**src/rtl/pipe_pkg.sv**
```systemverilog
// Shared constants for the pipeline stage registers: default payload width,
// the NOP bubble encoding and per-boundary payload widths.
package pipe_pkg;

  localparam int PIPE_DATA_W = 64;

  // RISC-V "addi x0, x0, 0", used as the bubble on instruction-carrying stages
  localparam logic [31:0] NOP_INSTR = 32'h0000_0013;

  localparam int FE_DEC_W  = 64;
  localparam int DEC_EX_W  = 128;
  localparam int EX_MEM_W  = 96;
  localparam int MEM_WB_W  = 64;

  localparam int SKID_MAX_COUNT   = 2;
  localparam int SINGLE_MAX_COUNT = 1;

endpackage

```
**src/rtl/pipe_stage_skid_reg_if.sv**
```systemverilog
// Valid/ready/data handshake bundle between two pipeline stages.
interface pipe_stage_skid_reg_if #(
  parameter int DATA_W = 64
);
  logic              valid;
  logic              ready;
  logic [DATA_W-1:0] data;

  modport master (output valid, output data, input ready);
  modport slave  (input valid, input data, output ready);
endinterface

```
**src/rtl/pipe_entry_reg.sv**
```systemverilog
// One payload register with a valid bit; clear returns it to the bubble value
// and takes priority over load.
module pipe_entry_reg #(
  parameter int                DATA_W      = 64,
  parameter logic [DATA_W-1:0] BUBBLE_DATA = '0
) (
  input  logic              clk,
  input  logic              rst_n,
  input  logic              load,
  input  logic              clear,
  input  logic [DATA_W-1:0] d,
  output logic              valid_q,
  output logic [DATA_W-1:0] data_q
);

  logic              valid_d;
  logic [DATA_W-1:0] data_d;

  always_comb begin
    valid_d = valid_q;
    data_d  = data_q;
    if (clear) begin
      valid_d = 1'b0;
      data_d  = BUBBLE_DATA;
    end else if (load) begin
      valid_d = 1'b1;
      data_d  = d;
    end
  end

  always_ff @(posedge clk or negedge rst_n) begin
    if (!rst_n) begin
      valid_q <= 1'b0;
      data_q  <= BUBBLE_DATA;
    end else begin
      valid_q <= valid_d;
      data_q  <= data_d;
    end
  end

endmodule

```
**src/rtl/pipe_stage_skid_reg.sv**
```systemverilog
// Pipeline stage register with valid/ready handshake, optional skid entry
// (registered upstream ready) and synchronous flush.
module pipe_stage_skid_reg
  import pipe_pkg::*;
#(
  parameter int                DATA_W      = PIPE_DATA_W,
  parameter bit                SKID        = 1'b1,
  parameter logic [DATA_W-1:0] BUBBLE_DATA = '0
) (
  input  logic                          Clk,
  input  logic                          Rst_n,
  input  logic                          Flush,
  pipe_stage_skid_reg_if.slave          in_bus,
  pipe_stage_skid_reg_if.master         out_bus,
  output logic [1:0]                    Count
);

  logic              main_valid;
  logic [DATA_W-1:0] main_data;
  logic              main_load;
  logic              main_clear;
  logic [DATA_W-1:0] main_din;
  logic              in_fire;
  logic [1:0]        count_d;
  logic [1:0]        count_q;

  pipe_entry_reg #(
    .DATA_W      (DATA_W),
    .BUBBLE_DATA (BUBBLE_DATA)
  ) u_main (
    .clk     (Clk),
    .rst_n   (Rst_n),
    .load    (main_load),
    .clear   (main_clear),
    .d       (main_din),
    .valid_q (main_valid),
    .data_q  (main_data)
  );

  assign in_fire       = in_bus.valid & in_bus.ready;
  assign out_bus.valid = main_valid;
  assign out_bus.data  = main_data;
  assign Count         = count_q;

  generate
    if (SKID) begin : g_skid
      logic              skid_valid;
      logic [DATA_W-1:0] skid_data;
      logic              skid_load;
      logic              skid_clear;

      pipe_entry_reg #(
        .DATA_W      (DATA_W),
        .BUBBLE_DATA (BUBBLE_DATA)
      ) u_skid (
        .clk     (Clk),
        .rst_n   (Rst_n),
        .load    (skid_load),
        .clear   (skid_clear),
        .d       (in_bus.data),
        .valid_q (skid_valid),
        .data_q  (skid_data)
      );

      // Ready depends only on a flop, so stall never ripples combinationally upstream
      assign in_bus.ready = ~skid_valid;

      always_comb begin
        main_load  = 1'b0;
        main_clear = 1'b0;
        main_din   = in_bus.data;
        skid_load  = 1'b0;
        skid_clear = 1'b0;
        count_d    = count_q;
        if (Flush) begin
          main_clear = 1'b1;
          skid_clear = 1'b1;
          count_d    = 2'd0;
        end else if (!main_valid || out_bus.ready) begin
          if (skid_valid) begin
            main_load = 1'b1;
            main_din  = skid_data;
            if (in_fire) begin
              skid_load = 1'b1;
              count_d   = 2'd2;
            end else begin
              skid_clear = 1'b1;
              count_d    = 2'd1;
            end
          end else if (in_fire) begin
            main_load = 1'b1;
            count_d   = 2'd1;
          end else begin
            main_clear = 1'b1;
            count_d    = 2'd0;
          end
        end else if (in_fire) begin
          skid_load = 1'b1;
          count_d   = 2'd2;
        end
      end
    end else begin : g_single
      logic out_fire;

      assign out_fire     = main_valid & out_bus.ready;
      assign in_bus.ready = out_bus.ready | ~main_valid;

      always_comb begin
        main_load  = 1'b0;
        main_clear = 1'b0;
        main_din   = in_bus.data;
        count_d    = count_q;
        if (Flush) begin
          main_clear = 1'b1;
          count_d    = 2'd0;
        end else if (in_fire) begin
          main_load = 1'b1;
          count_d   = 2'd1;
        end else if (out_fire) begin
          main_clear = 1'b1;
          count_d    = 2'd0;
        end
      end
    end
  endgenerate

  always_ff @(posedge Clk or negedge Rst_n) begin
    if (!Rst_n) begin
      count_q <= 2'd0;
    end else begin
      count_q <= count_d;
    end
  end

endmodule
```
**src/flat_wrapper.sv**
```systemverilog
// flat-port wrapper written by rule: the top's interface ports become plain ports
module pipe_stage_skid_reg_flat import pipe_pkg::*;
#(
  parameter int                DATA_W      = PIPE_DATA_W,
  parameter bit                SKID        = 1'b1,
  parameter logic [DATA_W-1:0] BUBBLE_DATA = '0
)
  (Clk, Rst_n, Flush, Count, in_bus_valid, in_bus_data, in_bus_ready, out_bus_valid, out_bus_data, out_bus_ready);
  pipe_stage_skid_reg_if #(.DATA_W(DATA_W)) in_bus_i ();
  pipe_stage_skid_reg_if #(.DATA_W(DATA_W)) out_bus_i ();
  input  logic Clk;
  input  logic Rst_n;
  input  logic Flush;
  output logic [1:0] Count;
  input wire logic [$bits(in_bus_i.valid)-1:0] in_bus_valid;
  input wire logic [$bits(in_bus_i.data)-1:0] in_bus_data;
  output wire logic [$bits(in_bus_i.ready)-1:0] in_bus_ready;
  output wire logic [$bits(out_bus_i.valid)-1:0] out_bus_valid;
  output wire logic [$bits(out_bus_i.data)-1:0] out_bus_data;
  input wire logic [$bits(out_bus_i.ready)-1:0] out_bus_ready;
  assign in_bus_i.valid = in_bus_valid;
  assign in_bus_i.data = in_bus_data;
  assign in_bus_ready = in_bus_i.ready;
  assign out_bus_valid = out_bus_i.valid;
  assign out_bus_data = out_bus_i.data;
  assign out_bus_i.ready = out_bus_ready;
  pipe_stage_skid_reg #(.DATA_W(DATA_W), .SKID(SKID), .BUBBLE_DATA(BUBBLE_DATA)) u_core (.Clk(Clk), .Rst_n(Rst_n), .Flush(Flush), .in_bus(in_bus_i), .out_bus(out_bus_i), .Count(Count));
endmodule
```
**config.mk**
```make
export PLATFORM = sky130hd
export DESIGN_NAME = pipe_stage_skid_reg_flat
export DESIGN_NICKNAME = d
export VERILOG_FILES = /design/src/rtl/pipe_pkg.sv /design/src/rtl/pipe_stage_skid_reg_if.sv /design/src/rtl/pipe_entry_reg.sv /design/src/rtl/pipe_stage_skid_reg.sv /design/src/flat_wrapper.sv
export SDC_FILE = /design/constraint.sdc
export NUM_CORES = 1
export LEC_CHECK = 0
export CAP_MARGIN = 30
export CORE_AREA = 2 2 150 138
export CTS_BUF_LIST = sky130_fd_sc_hd__clkbuf_16
export DETAILED_ROUTE_END_ITERATION = 8
export DIE_AREA = 0 0 152 140
export PLACE_DENSITY_LB_ADDON = 0.12
export SKIP_CTS_REPAIR_TIMING = 1
export SYNTH_ARGS = -nofsm -noshare
export SYNTH_HDL_FRONTEND = slang
export SYNTH_SLANG_ARGS = --single-unit
export TNS_END_PERCENT = 30
```
**constraint.sdc**
```tcl
create_clock -name Clk -period 1.8 [get_ports Clk]
set_clock_uncertainty 0.1 [all_clocks]
set_input_delay 0.54 -clock Clk [delete_from_list [all_inputs] [get_ports Clk]]
set_output_delay 0.54 -clock Clk [all_outputs]
set_load 0.005 [all_outputs]
```
=== Yosys cells after proc, flatten, opt, wreduce, memory -nomap -nowiden ===
Cells that the tools add are included.

* Bits in registers: 132
* Output and inout port bits: 68
* Logic and storage cells: 43

* Bitwise gates (word level): 2
* Reduce and logical (&&, ||, !) cells: 5
* Mux-type cells: 31

{| class="wikitable"
|+ Operators with widths
! operator !! count
|-
| 64-bit two-way mux || 7
|-
| 1-bit two-way mux || 19
|-
| 2-bit two-way mux || 5
|-
| 2-bit nonzero test || 2
|-
| 3-bit nonzero test || 1
|-
| 1-bit bitwise AND || 1
|-
| 1-bit logical NOT || 1
|-
| 1-bit logical OR || 1
|-
| 1-bit NOT || 1
|}

=== Depth between registers and ports, before layout ===
Gate-level depths: netlist of run 1.

* Depth after elaboration: 8
* Mapped depth: 6
* Depth with buffers taken out: 3

=== Hierarchy ===
Synthesis of run 1 repeated with hierarchy kept, for this count alone.

* Cells, all modules: 507
* Area total of the unflattened synthesis: 6209.7 µm²

{| class="wikitable"
|+ By module, submodules not included
! module !! times used !! sequential area each (µm²) !! area an instance (µm²) !! cells each
|-
| pipe_entry_reg || 2 || 1626.6 || 2636.3 || 209
|-
| pipe_stage_skid_reg || 1 || 50.0 || 937.1 || 89
|}

=== Worst setup path before layout of run 1 ===
OpenSTA, ideal clock, no wires.

* Kind: input to register
* Start point: input out_bus_ready
* End point: register u_core.g_skid.u_skid.data_q[0]
* Library setup time: 65 ps
* Slack: 31 ps
* Cell stages on the path: 5
* Data required time: 1635 ps
* Arrival time: 1603 ps
* Cells stage by stage: nand2b_1 buf_2 a211oi_4 buf_6 a22o_1

* Word-level cells in the longest chain between the ends: 4
* Elaborated cells on any way between the ends: 7

{| class="wikitable"
|+ Ends and longest elaborated chain
! what !! RTL line !! text
|-
| start, declared || flat_wrapper.sv:20 || <nowiki>input wire logic [$bits(out_bus_i.ready)-1:0] out_bus_ready;</nowiki>
|-
| 1-bit logical OR * || pipe_stage_skid_reg.sv:79 || <nowiki>end else if (!main_valid || out_bus.ready) begin</nowiki>
|-
| 1-bit two-way mux || pipe_stage_skid_reg.sv:79 ||
|-
| 1-bit two-way mux || pipe_stage_skid_reg.sv:75 || <nowiki>if (Flush) begin</nowiki>
|-
| 64-bit two-way mux or 2-bit nonzero test (tied branches) || - ||
|-
| end signal, assigned || pipe_entry_reg.sv:37 || <nowiki>data_q <= data_d;</nowiki>
|-
| end, declared || pipe_entry_reg.sv:13 || <nowiki>output logic [DATA_W-1:0] data_q</nowiki>
|}

Every way passes the cells marked *; elsewhere a longest branch is shown, timed or not.
A chain may end at the register's enable or synchronous reset.

=== Worst setup path after layout of run 1 ===
* Start point: input Flush
* End point: register u_core.g_skid.u_skid.data_q[58]

* Word-level cells in the longest chain between the ends: 2
* Elaborated cells on any way between the ends: 4

{| class="wikitable"
|+ Ends and longest elaborated chain
! what !! RTL line !! text
|-
| start, declared || flat_wrapper.sv:13 || <nowiki>input logic Flush;</nowiki>
|-
| 1-bit two-way mux || pipe_stage_skid_reg.sv:75 ||
|-
| 64-bit two-way mux or 2-bit nonzero test (tied branches) || - ||
|}

Parallel ways exist; a longest one is shown, timed or not.

==> metrics, run 1 <==
outcome complete, no violations; Tmin final 1739 ps; # port buffers 136; Max Fanout on Critical Path 18; gpl congestion 0.7338; number of buffers created by CTS 17; register area 3304 um2; Critical Path End Type flop; slowest CP cell clkdlybuf4s50_1; first-pass GRT wire length 24180 um; Routed Antenna Nets 0; area grow syn2layout 49.21%; Power Density 924.3 nW/um2; largest net degree at the start of global routing 76; dpl ws -476.4 ps; share of post-route cells with drive strength above 1 11.42%; Crit path arrival time 1980 ps; Worst setup SP type primary input; Die W 152 um; Fill cells 1908; Core ar. 19680 um2; placed cell areas 6963 um2; worst slew pin tran 438.9 ps; Row Count 49; Starting DRT DRC Count 218; worst-skew pair later-pin latency 420 ps; Rel. slew slack 70.74%; Final Max Tran Viols 0; placed insts 815; CP Data Required Time 2040 ps; Detailed Routing Iterations Pass 1 4; Worst Hold Class reg2reg; H-tree Lvls 4; synthesized area per cell 11.76 um2; leakage 4.455 nW; nets@finish 661; vias in the first global route 4310; Netlist cell types 23; Mapped Nets 515; clk sinks 132; Mapped Cells 446; CTS tree done; initial antenna violation count 1; Overall Global Routing Usage 14.37%; drt drc 0; area of the multi-input gates 1742 um2; Post-Syn Area 5245 um2; maximum vdd drop 593.2 uV; Routed WL 14880 um; GRT Residual Overflow 0; post-route cell area 7826 um2; Avg Vias per Cell 4.823; clk slew on worst S/H paths 60 ps; yosys warns 0; DIE HEIGHT 140 um; period utilization 96.59%; crit path cell chain clkdlybuf4s50_1 > buf_4 > a211oi_4 > buf_4 > a22o_1; CP Class in2reg; Crit path top cell by count buf_4; Post-Layout Cell Count 860; via count 4148; hpwl dp 9417 um; Max Cap Viol 0; setup violators final 0; setup slack after layout 61.33 ps; CTS Buffer Depth 2; RSZ-0062 raised after global routing no; Crit path largest cell delay 480 ps; sequential share of the synthesized area 62.98%; Max Freq 575.2 MHz; Root Driver clkbuf_16; Hold Fails Final Rpt 0; IO Pins 137; WL/cell 17.30 um; initial core utilization 26.65%; Die ar. 21280 um2; Yosys reg bits 132
[layer usage]
| metal | routed length [um] | up-vias | global-route usage, % |
|---|---|---|---|
| met3 | 847 | 2 | 4.425 |
| met1 | 6996 | 2089 | 19.69 |
| li1 | - | 1946 | - |
| met4 | 31 | 0 | 4.722 |
| met5 | 0 | - | 0 |
| met2 | 7001 | 111 | 21.76 |
[registers in the layout, summed over array words and instances (netlist names)]
signal,count
u_core.u_main.valid_q,1
u_core.u_main.data_q,64
u_core.g_skid.u_skid.data_q,64
u_core.Count,2
u_core.g_skid.u_skid.valid_q,1
[cells in the mapped netlist]
library cell  number  area share [%]
buf_1             10            0.72
a22o_1            64              11
buf_6              6             1.3
o21a_1             1            0.14
nor3b_1            1            0.14
and2_1             1            0.12
inv_1              1           0.071
dfrtp_1          132              63
xor2_1             1            0.17
nand2_1           64             4.6
a211oi_1           1            0.14
nor2b_1            1            0.12
nand2b_1           2            0.24
nor2_1             2            0.14
buf_4              1            0.14
a22oi_1           64             9.2
buf_2             13             1.2
o21ai_0           64             6.1
a211oi_4           1            0.38
and4bb_4           1            0.31
a21oi_1            1           0.095
nor3_1             1           0.095
clkbuf_1          13            0.93
[cell usage in the layout (no fill, tap or decap), types with 2 or more instances in the layout]
cell	n
dlymetal6s2s_1	70
a22oi_1	64
buf_12	7
bufinv_16	3
inv_1	3
nor2_1	2
clkbuf_16	17
o21ai_0	64
nand2_1	64
buf_4	26
clkinv_2	5
dfrtp_1	131
clkinv_1	2
clkdlybuf4s50_1	65
a22o_1	64
[critical path, delay by kind of cell]
family          cells  cell delay, ps
buf+inv             3             970
compound gates      2             460
[cell type report]
class,instances,area share [%]
sequential,132,42.22
timing repair buffer,170,24.06
multi-input combinational,270,22.25
clock buffer,17,5.436
tap,255,4.077
clock inverter,14,1.870
inverter,1,0.04796
antenna,1,0.03197
[where the power goes]
group,internal [mW],total (mW),switching (mW)
logic,0.372,0.712,0.340
registers,3.07,3.13,0.0594
clock network,2.14,3.39,1.25
total,5.58,7.23,1.65
[kinds of logic after synthesis]
| kind of cell | count (synthesis) | synth area share (%) |
|---|---|---|
| compound gates | 196 | 26.72 |
| flops | 132 | 62.98 |
| simple gates | 73 | 5.749 |
| buf+inv | 44 | 4.389 |
| xor+xnor | 1 | 0.1670 |
[final timing paths]
path                                         startpoint                               to  slack [ps]  depth (start not counted)
setup / recovery                                  Flush  u_core.g_skid.u_skid.data_q[58]          60                          5
hold / removal                 u_core.u_main.data_q[34]         u_core.u_main.data_q[34]         370                          2
setup reg to reg           u_core.g_skid.u_skid.valid_q  u_core.g_skid.u_skid.data_q[58]         200                          5
hold reg to reg                u_core.u_main.data_q[34]         u_core.u_main.data_q[34]         370                          2
max in group asynchronous                         Rst_n          u_core.u_main.data_q[1]         590                          3
min in group asynchronous                         Rst_n         u_core.u_main.data_q[16]         380                          2
[metrics by stage]
stage	power (mW)	TNS [ps]	utilization [%]	hold slack, ps
6_report	7.234	0	39.77	370.6
5_1_grt	7.590	0	39.77	379.5
4_1_cts	7.366	-11020	38.29	-219.4
3_5_place_dp	3.911	-52740	35.38	235.1
3_3_place_gp	3.904	-51660	35.38	236.3
2_1_floorplan	3.410	0	-	144.4
Note: power is estimated with default switching activity, not from simulation.
==> run 2, diff against run 1 <==
--- a/config.mk
+++ b/config.mk
@@ -10,7 +10,7 @@
 export CTS_BUF_LIST = sky130_fd_sc_hd__clkbuf_16
 export DETAILED_ROUTE_END_ITERATION = 8
 export DIE_AREA = 0 0 152 140
-export PLACE_DENSITY_LB_ADDON = 0.12
+export PLACE_DENSITY = 0.5
 export SKIP_CTS_REPAIR_TIMING = 1
 export SYNTH_ARGS = -nofsm -noshare
 export SYNTH_HDL_FRONTEND = slang
==> run 2 against run 1 <==
Hold slack better by 1.7 ps. The flow now finishes with violations (setup timing). First-iteration DRC count is 22% higher. Total power up 7.3%. Sequential power hardly changed. Die area stayed put. Utilization increased by 0.55 points.
==> metrics, run 2 (synthesis gave the netlist of run 1 again) <==
clk sinks 132 (unchanged); share of post-route cells with drive strength above 1 11.57% (+0.15 points); initial core utilization 26.65% (unchanged); commonest cells after routing, fill and taps aside 131 x dfrtp_1, 68 x dlymetal6s2s_1, 67 x clkdlybuf4s50_1; Die W 152 um (unchanged); WL/cell 17.21 um (-0.48%); largest net degree at the start of global routing 40 (-47%); # port buffers 136 (unchanged); Root Driver clkbuf_16; Max Cap Viol 0 (unchanged); Row Count 49 (unchanged); Levels on crit path 5 (unchanged); crit path cell chain clkdlybuf4s50_1 > and4bb_4 > a211oi_4 > buf_12 > a22o_1; setup slack after layout -8.910 ps (-70.24 ps); Worst setup SP type primary input; vias in the first global route 4365 (+1.3%); Hold Fails Final Rpt 0 (unchanged); number of buffers created by CTS 17 (unchanged); first-pass GRT wire length 24050 um (-0.54%); nets@finish 661 (unchanged); Internal 6.039 mW (+8.2%); setup violators final 1 (+1); initial antenna violation count 0 (-1); CP Data Required Time 2040 ps (about the same); Worst Hold Class reg2reg; Tot Pwr 7.762 mW (+7.3%); worst-skew pair later-pin latency 410 ps (about the same); outcome finished, violations left; DIE HEIGHT 140 um (unchanged); Routed WL 14800 um (-0.48%); Crit path largest cell delay 490 ps (about the same); Die ar. 21280 um2 (unchanged); Reg2Reg Depth 5 (unchanged); RSZ-0062 raised after global routing no; GRT Residual Overflow 0 (unchanged); switching share of power 22.20% (-0.66 points); Final Hold Slack 372.3 ps (+1.691 ps); Seq pwr share 40.3% (-3.0 points); n_diodes 0 (-1); WP buf/inv 2 (-1); leakage 4.469 nW (+0.31%); Crit path arrival time 2040 ps (+60 ps); failing checks setup timing; Tmin final 1809 ps (+70.24 ps); slowest CP cell clkdlybuf4s50_1; kind of cell adding the most delay to the critical path buffers and inverters; Avg Vias per Cell 4.924 (+2.1%); Core ar. 19680 um2 (unchanged); Hold Path Stages 2 (unchanged); Max Freq 552.8 MHz (-3.9%); area grow syn2layout 51.26%; maximum vdd drop 555.1 uV (-6.4%); Max Fanout on Critical Path 34 (+16); hpwl dp 9708 um (+3.1%); Starting DRT DRC Count 266 (+22%); Power Density 978.3 nW/um2 (+5.8%); P_sw 1.723 mW (+4.2%); Rel. slew slack 76.91% (+6.2 points); IO Pins 137 (unchanged); CP Class in2reg; Fill cells 1872 (-1.9%); period utilization 100.5% (+3.9 points); via count 4235 (+2.1%); commonest non-fill, non-tap cell in the layout dfrtp_1; CTS Buffer Depth 2 (unchanged); Critical Path End Type flop; CTS tree done; clk slew on worst S/H paths 60 ps (about the same); Routed Antenna Nets 0 (unchanged); Detailed Routing Iterations Pass 1 4 (unchanged); power share of the combinational group 9.2% (-0.6 points); Final Max Tran Viols 0 (unchanged); H-tree Lvls 4 (unchanged); drt drc 0 (unchanged); gpl congestion 0.7344 (about the same); Overall Global Routing Usage 14.35% (-0.023 points); Clock Power Share 50.4% (+3.6 points); worst slew pin tran 346.4 ps (-92.50 ps); dpl ws -407.4 ps (+68.99 ps)
==> run 2: final timing paths <==
path                                                    to                          from  slack [ps]
setup / recovery           u_core.g_skid.u_skid.data_q[55]                 out_bus_ready          -9
hold / removal                    u_core.u_main.data_q[32]      u_core.u_main.data_q[32]         370
setup reg to reg           u_core.g_skid.u_skid.data_q[55]  u_core.g_skid.u_skid.valid_q         120
hold reg to reg                   u_core.u_main.data_q[32]      u_core.u_main.data_q[32]         370
max in group asynchronous         u_core.u_main.data_q[30]                         Rst_n         580
min in group asynchronous         u_core.u_main.data_q[22]                         Rst_n         490
==> run 2: final cells by class <==
type	instances	area, um2	share of cell area, %
clock buffer	17	425.4	5.362
tap	255	319.1	4.021
inverter	1	3.754	0.04731
multi-input combinational	270	1728	21.78
timing repair buffer	170	1916	24.14
sequential	132	3304	41.65
clock inverter	15	237.7	2.996
==> run 2: tightest hold or removal path: cells and delay by family, from the launching register on <==
kind	cells	cell delay, ps
flip-flops	1	340
AO/OA/AOI/OAI	1	60
AND/OR/NAND/NOR	1	40
==> run 2: stage by stage <==
| step | std cells | setup TNS, ps | utilization (%) | cell area, um2 |
|---|---|---|---|---|
| floorplan | 446 | 0 | - | 5245 |
| global placement | 823 | -39290 | 35.88 | 7061 |
| detailed placement | 823 | -40650 | 35.88 | 7061 |
| CTS | 855 | -10000 | 39.25 | 7724 |
| global route | 860 | 0 | 40.31 | 7934 |
| finish | 860 | -8.910 | 40.31 | 7934 |
==> run 2: layer usage <==
layer | share of wire [%] | GRT usage, % | wire length (um)
met2 | 49 | 22.71 | 7312
met3 | 5.6 | 4.703 | 823
met1 | 44 | 18.78 | 6502
met5 | 0 | 0 | 0
met4 | 1.1 | 4.427 | 165
==> run 2: power by group through the flow <==
stage	clock network (mW)	logic, mW	registers, mW
detailed placement	0	0.742	3.19
global route	4.17	0.793	3.14
CTS	4.02	0.744	3.13
finish	3.91	0.717	3.13
global placement	0	0.733	3.18
floorplan	0	0.229	3.18
==> run 3, diff against run 2 <==
--- a/config.mk
+++ b/config.mk
@@ -6,11 +6,11 @@
 export NUM_CORES = 1
 export LEC_CHECK = 0
 export CAP_MARGIN = 30
-export CORE_AREA = 2 2 150 138
+export CORE_AREA = 2 2 124 114
 export CTS_BUF_LIST = sky130_fd_sc_hd__clkbuf_16
 export DETAILED_ROUTE_END_ITERATION = 8
-export DIE_AREA = 0 0 152 140
-export PLACE_DENSITY = 0.5
+export DIE_AREA = 0 0 126 116
+export PLACE_DENSITY = 0.68
 export SKIP_CTS_REPAIR_TIMING = 1
 export SYNTH_ARGS = -nofsm -noshare
 export SYNTH_HDL_FRONTEND = slang
==> run 3 against run 2 <==
The flow now finishes without violations. Final cell count decreased by 9.4%. Fmax rose by 3.8%. Via count increased by 2.8%. Non-clock buffer count rose by 6. Largest cell class unchanged. Die area is 31% lower. Design area is 2.1% lower. Global-route usage up 5.2 points. Hold slack improved by 2.1 ps. Clock power down 24%. Sequential cell count unchanged. Register-to-register slack got worse by 60 ps. Combinational power is 3.1% higher.
==> metrics, run 3 (synthesis gave the netlist of run 1 again) <==
worst-skew pair later-pin latency 400 ps (about the same); Die ar. 14620 um2 (-31%); CTS tree done; Max Freq 574.0 MHz (+3.8%); CP endpoint u_core.g_skid.u_skid.data_q[19]; Tmin final 1742 ps (-66.78 ps); Row Count 40 (-18%); Detailed Routing Iterations Pass 1 5 (+1); Routed Antenna Nets 0 (unchanged); placed cell areas 6907 um2 (-2.2%); CP Class reg2reg; vias in the first global route 4393 (+0.64%); RSZ-0062 raised after global routing no; crit path cell chain buf_4 > and4bb_4 > a211oi_4 > buf_4 > buf_12 > a22o_1; CP startpoint u_core.g_skid.u_skid.valid_q; WL/cell 18.56 um (+7.8%); Critical Path End Type flop; r2r setup slk 60 ps (-60 ps); number of buffers created by CTS 17 (unchanged); fin util 58.82% (+19 points); setup TNS 0 ps (+8.910 ps); Core ar. 13210 um2 (-33%); worst reg2reg startpoint u_core.g_skid.u_skid.valid_q; Final Hold Slack 374.4 ps (+2.073 ps); initial antenna violation count 0 (unchanged); drt drc 0 (unchanged); initial core utilization 39.70% (+13 points); CTS Buffer Depth 2 (unchanged); maximum vdd drop 566.2 uV (+2.0%); Avg Vias per Cell 5.591 (+14%); CP Data Required Time 1980 ps (-60 ps); Die W 126 um (-17%); Crit path largest cell delay 410 ps (-80 ps); GRT Residual Overflow 0 (unchanged); Rel. slew slack 77.91% (+1.0 points); largest net degree at the start of global routing 60 (+50%); IO Pins 137 (unchanged); Routed WL 14460 um (-2.3%); Worst setup SP type flop; leakage 4.498 nW (+0.65%); gpl congestion 0.7644 (+4.1%); Crit path top cell by count buf_4; Reg2Reg Depth 6 (+1); DIE HEIGHT 116 um (-17%); outcome complete, no violations; # port buffers 136 (unchanged); share of post-route cells with drive strength above 1 11.31% (-0.26 points); Final Max Tran Viols 0 (unchanged); setup violators final 0 (-1); period utilization 96.78% (-3.7 points); Starting DRT DRC Count 302 (+14%); Worst Hold Class reg2reg; H-tree Lvls 4 (unchanged); Reg-to-Reg End u_core.g_skid.u_skid.data_q[19]; worst slew pin tran 331.4 ps (-14.95 ps); Tot Pwr 6.858 mW (-12%); commonest non-fill, non-tap cell in the layout dfrtp_1; Root Driver clkbuf_16; Power Density 882.5 nW/um2 (-9.8%); Max Cap Viol 0 (unchanged); commonest cells after routing, fill and taps aside 131 x dfrtp_1, 71 x dlymetal6s2s_1; nets@finish 667 (+0.91%); slowest CP cell dfrtp_2; clk slew on worst S/H paths 50 ps (about the same); hpwl dp 9098 um (-6.3%); Max Fanout on Critical Path 35 (+2.9%); via count 4355 (+2.8%); first-pass GRT wire length 22510 um (-6.4%); post-route cell area 7771 um2 (-2.1%); Overall Global Routing Usage 19.57% (+5.2 points); Hold Fails Final Rpt 0 (unchanged); area grow syn2layout 48.16%; clk sinks 132 (unchanged); Crit path arrival time 1930 ps (-110 ps)
## run 3: area by class of cell
class                   instances  area [um2]
fillers                      1072        5441
inverters                       1       3.754
clock inverters                14       82.58
diodes                          1       2.502
well taps                     168       210.2
flip-flops and latches        132        3304
clock buffers                  17       425.4
repair buffers                176        1999
multi-input cells             270        1743
## run 3: through the flow
step | setup slack [ps] | instances
6_report | 57.87 | 779
4_1_cts | -261.7 | 766
3_5_place_dp | -496.3 | 735
3_3_place_gp | -475.9 | 735
5_1_grt | 16.36 | 778
2_1_floorplan | 31.26 | 446
## run 3: critical path, delay by kind of cell (launching register included)
kind,cells,cell delay [ps]
AND/OR/NAND/NOR,1,320
AO/OA/AOI/OAI,2,310
buffers and inverters,3,480
flip-flops,1,410
## run 3: worst min path at each step
| stage | from | endpoint | slack (ps) | depth (start not counted) |
|---|---|---|---|---|
| 2_1_floorplan | Rst_n | u_core.Count[0] | 140 | 0 |
| 3_3_place_gp | Rst_n | u_core.g_skid.u_skid.data_q[13] | 300 | 1 |
| 3_5_place_dp | Rst_n | u_core.g_skid.u_skid.data_q[13] | 300 | 1 |
| 4_1_cts | Rst_n | u_core.g_skid.u_skid.data_q[13] | -140 | 1 |
| 5_1_grt | u_core.u_main.data_q[41] | u_core.u_main.data_q[41] | 400 | 2 |
| 6_report | u_core.u_main.data_q[16] | u_core.u_main.data_q[16] | 370 | 2 |
## run 3: metal layers
metal,vias to the layer above,GRT usage (%),wire [um]
li1,1954,-,-
met1,2185,27.23,6605
met2,206,29.21,6503
met3,10,6.279,1230
met4,0,6.667,123
met5,-,0,0
## run 3: power breakdown
| group | switching, mW | internal, mW | total, mW |
|---|---|---|---|
| Clock | 1.15 | 1.83 | 2.98 |
| Combinational | 0.346 | 0.393 | 0.739 |
| Sequential | 0.0637 | 3.08 | 3.14 |
| Total | 1.56 | 5.30 | 6.86 |
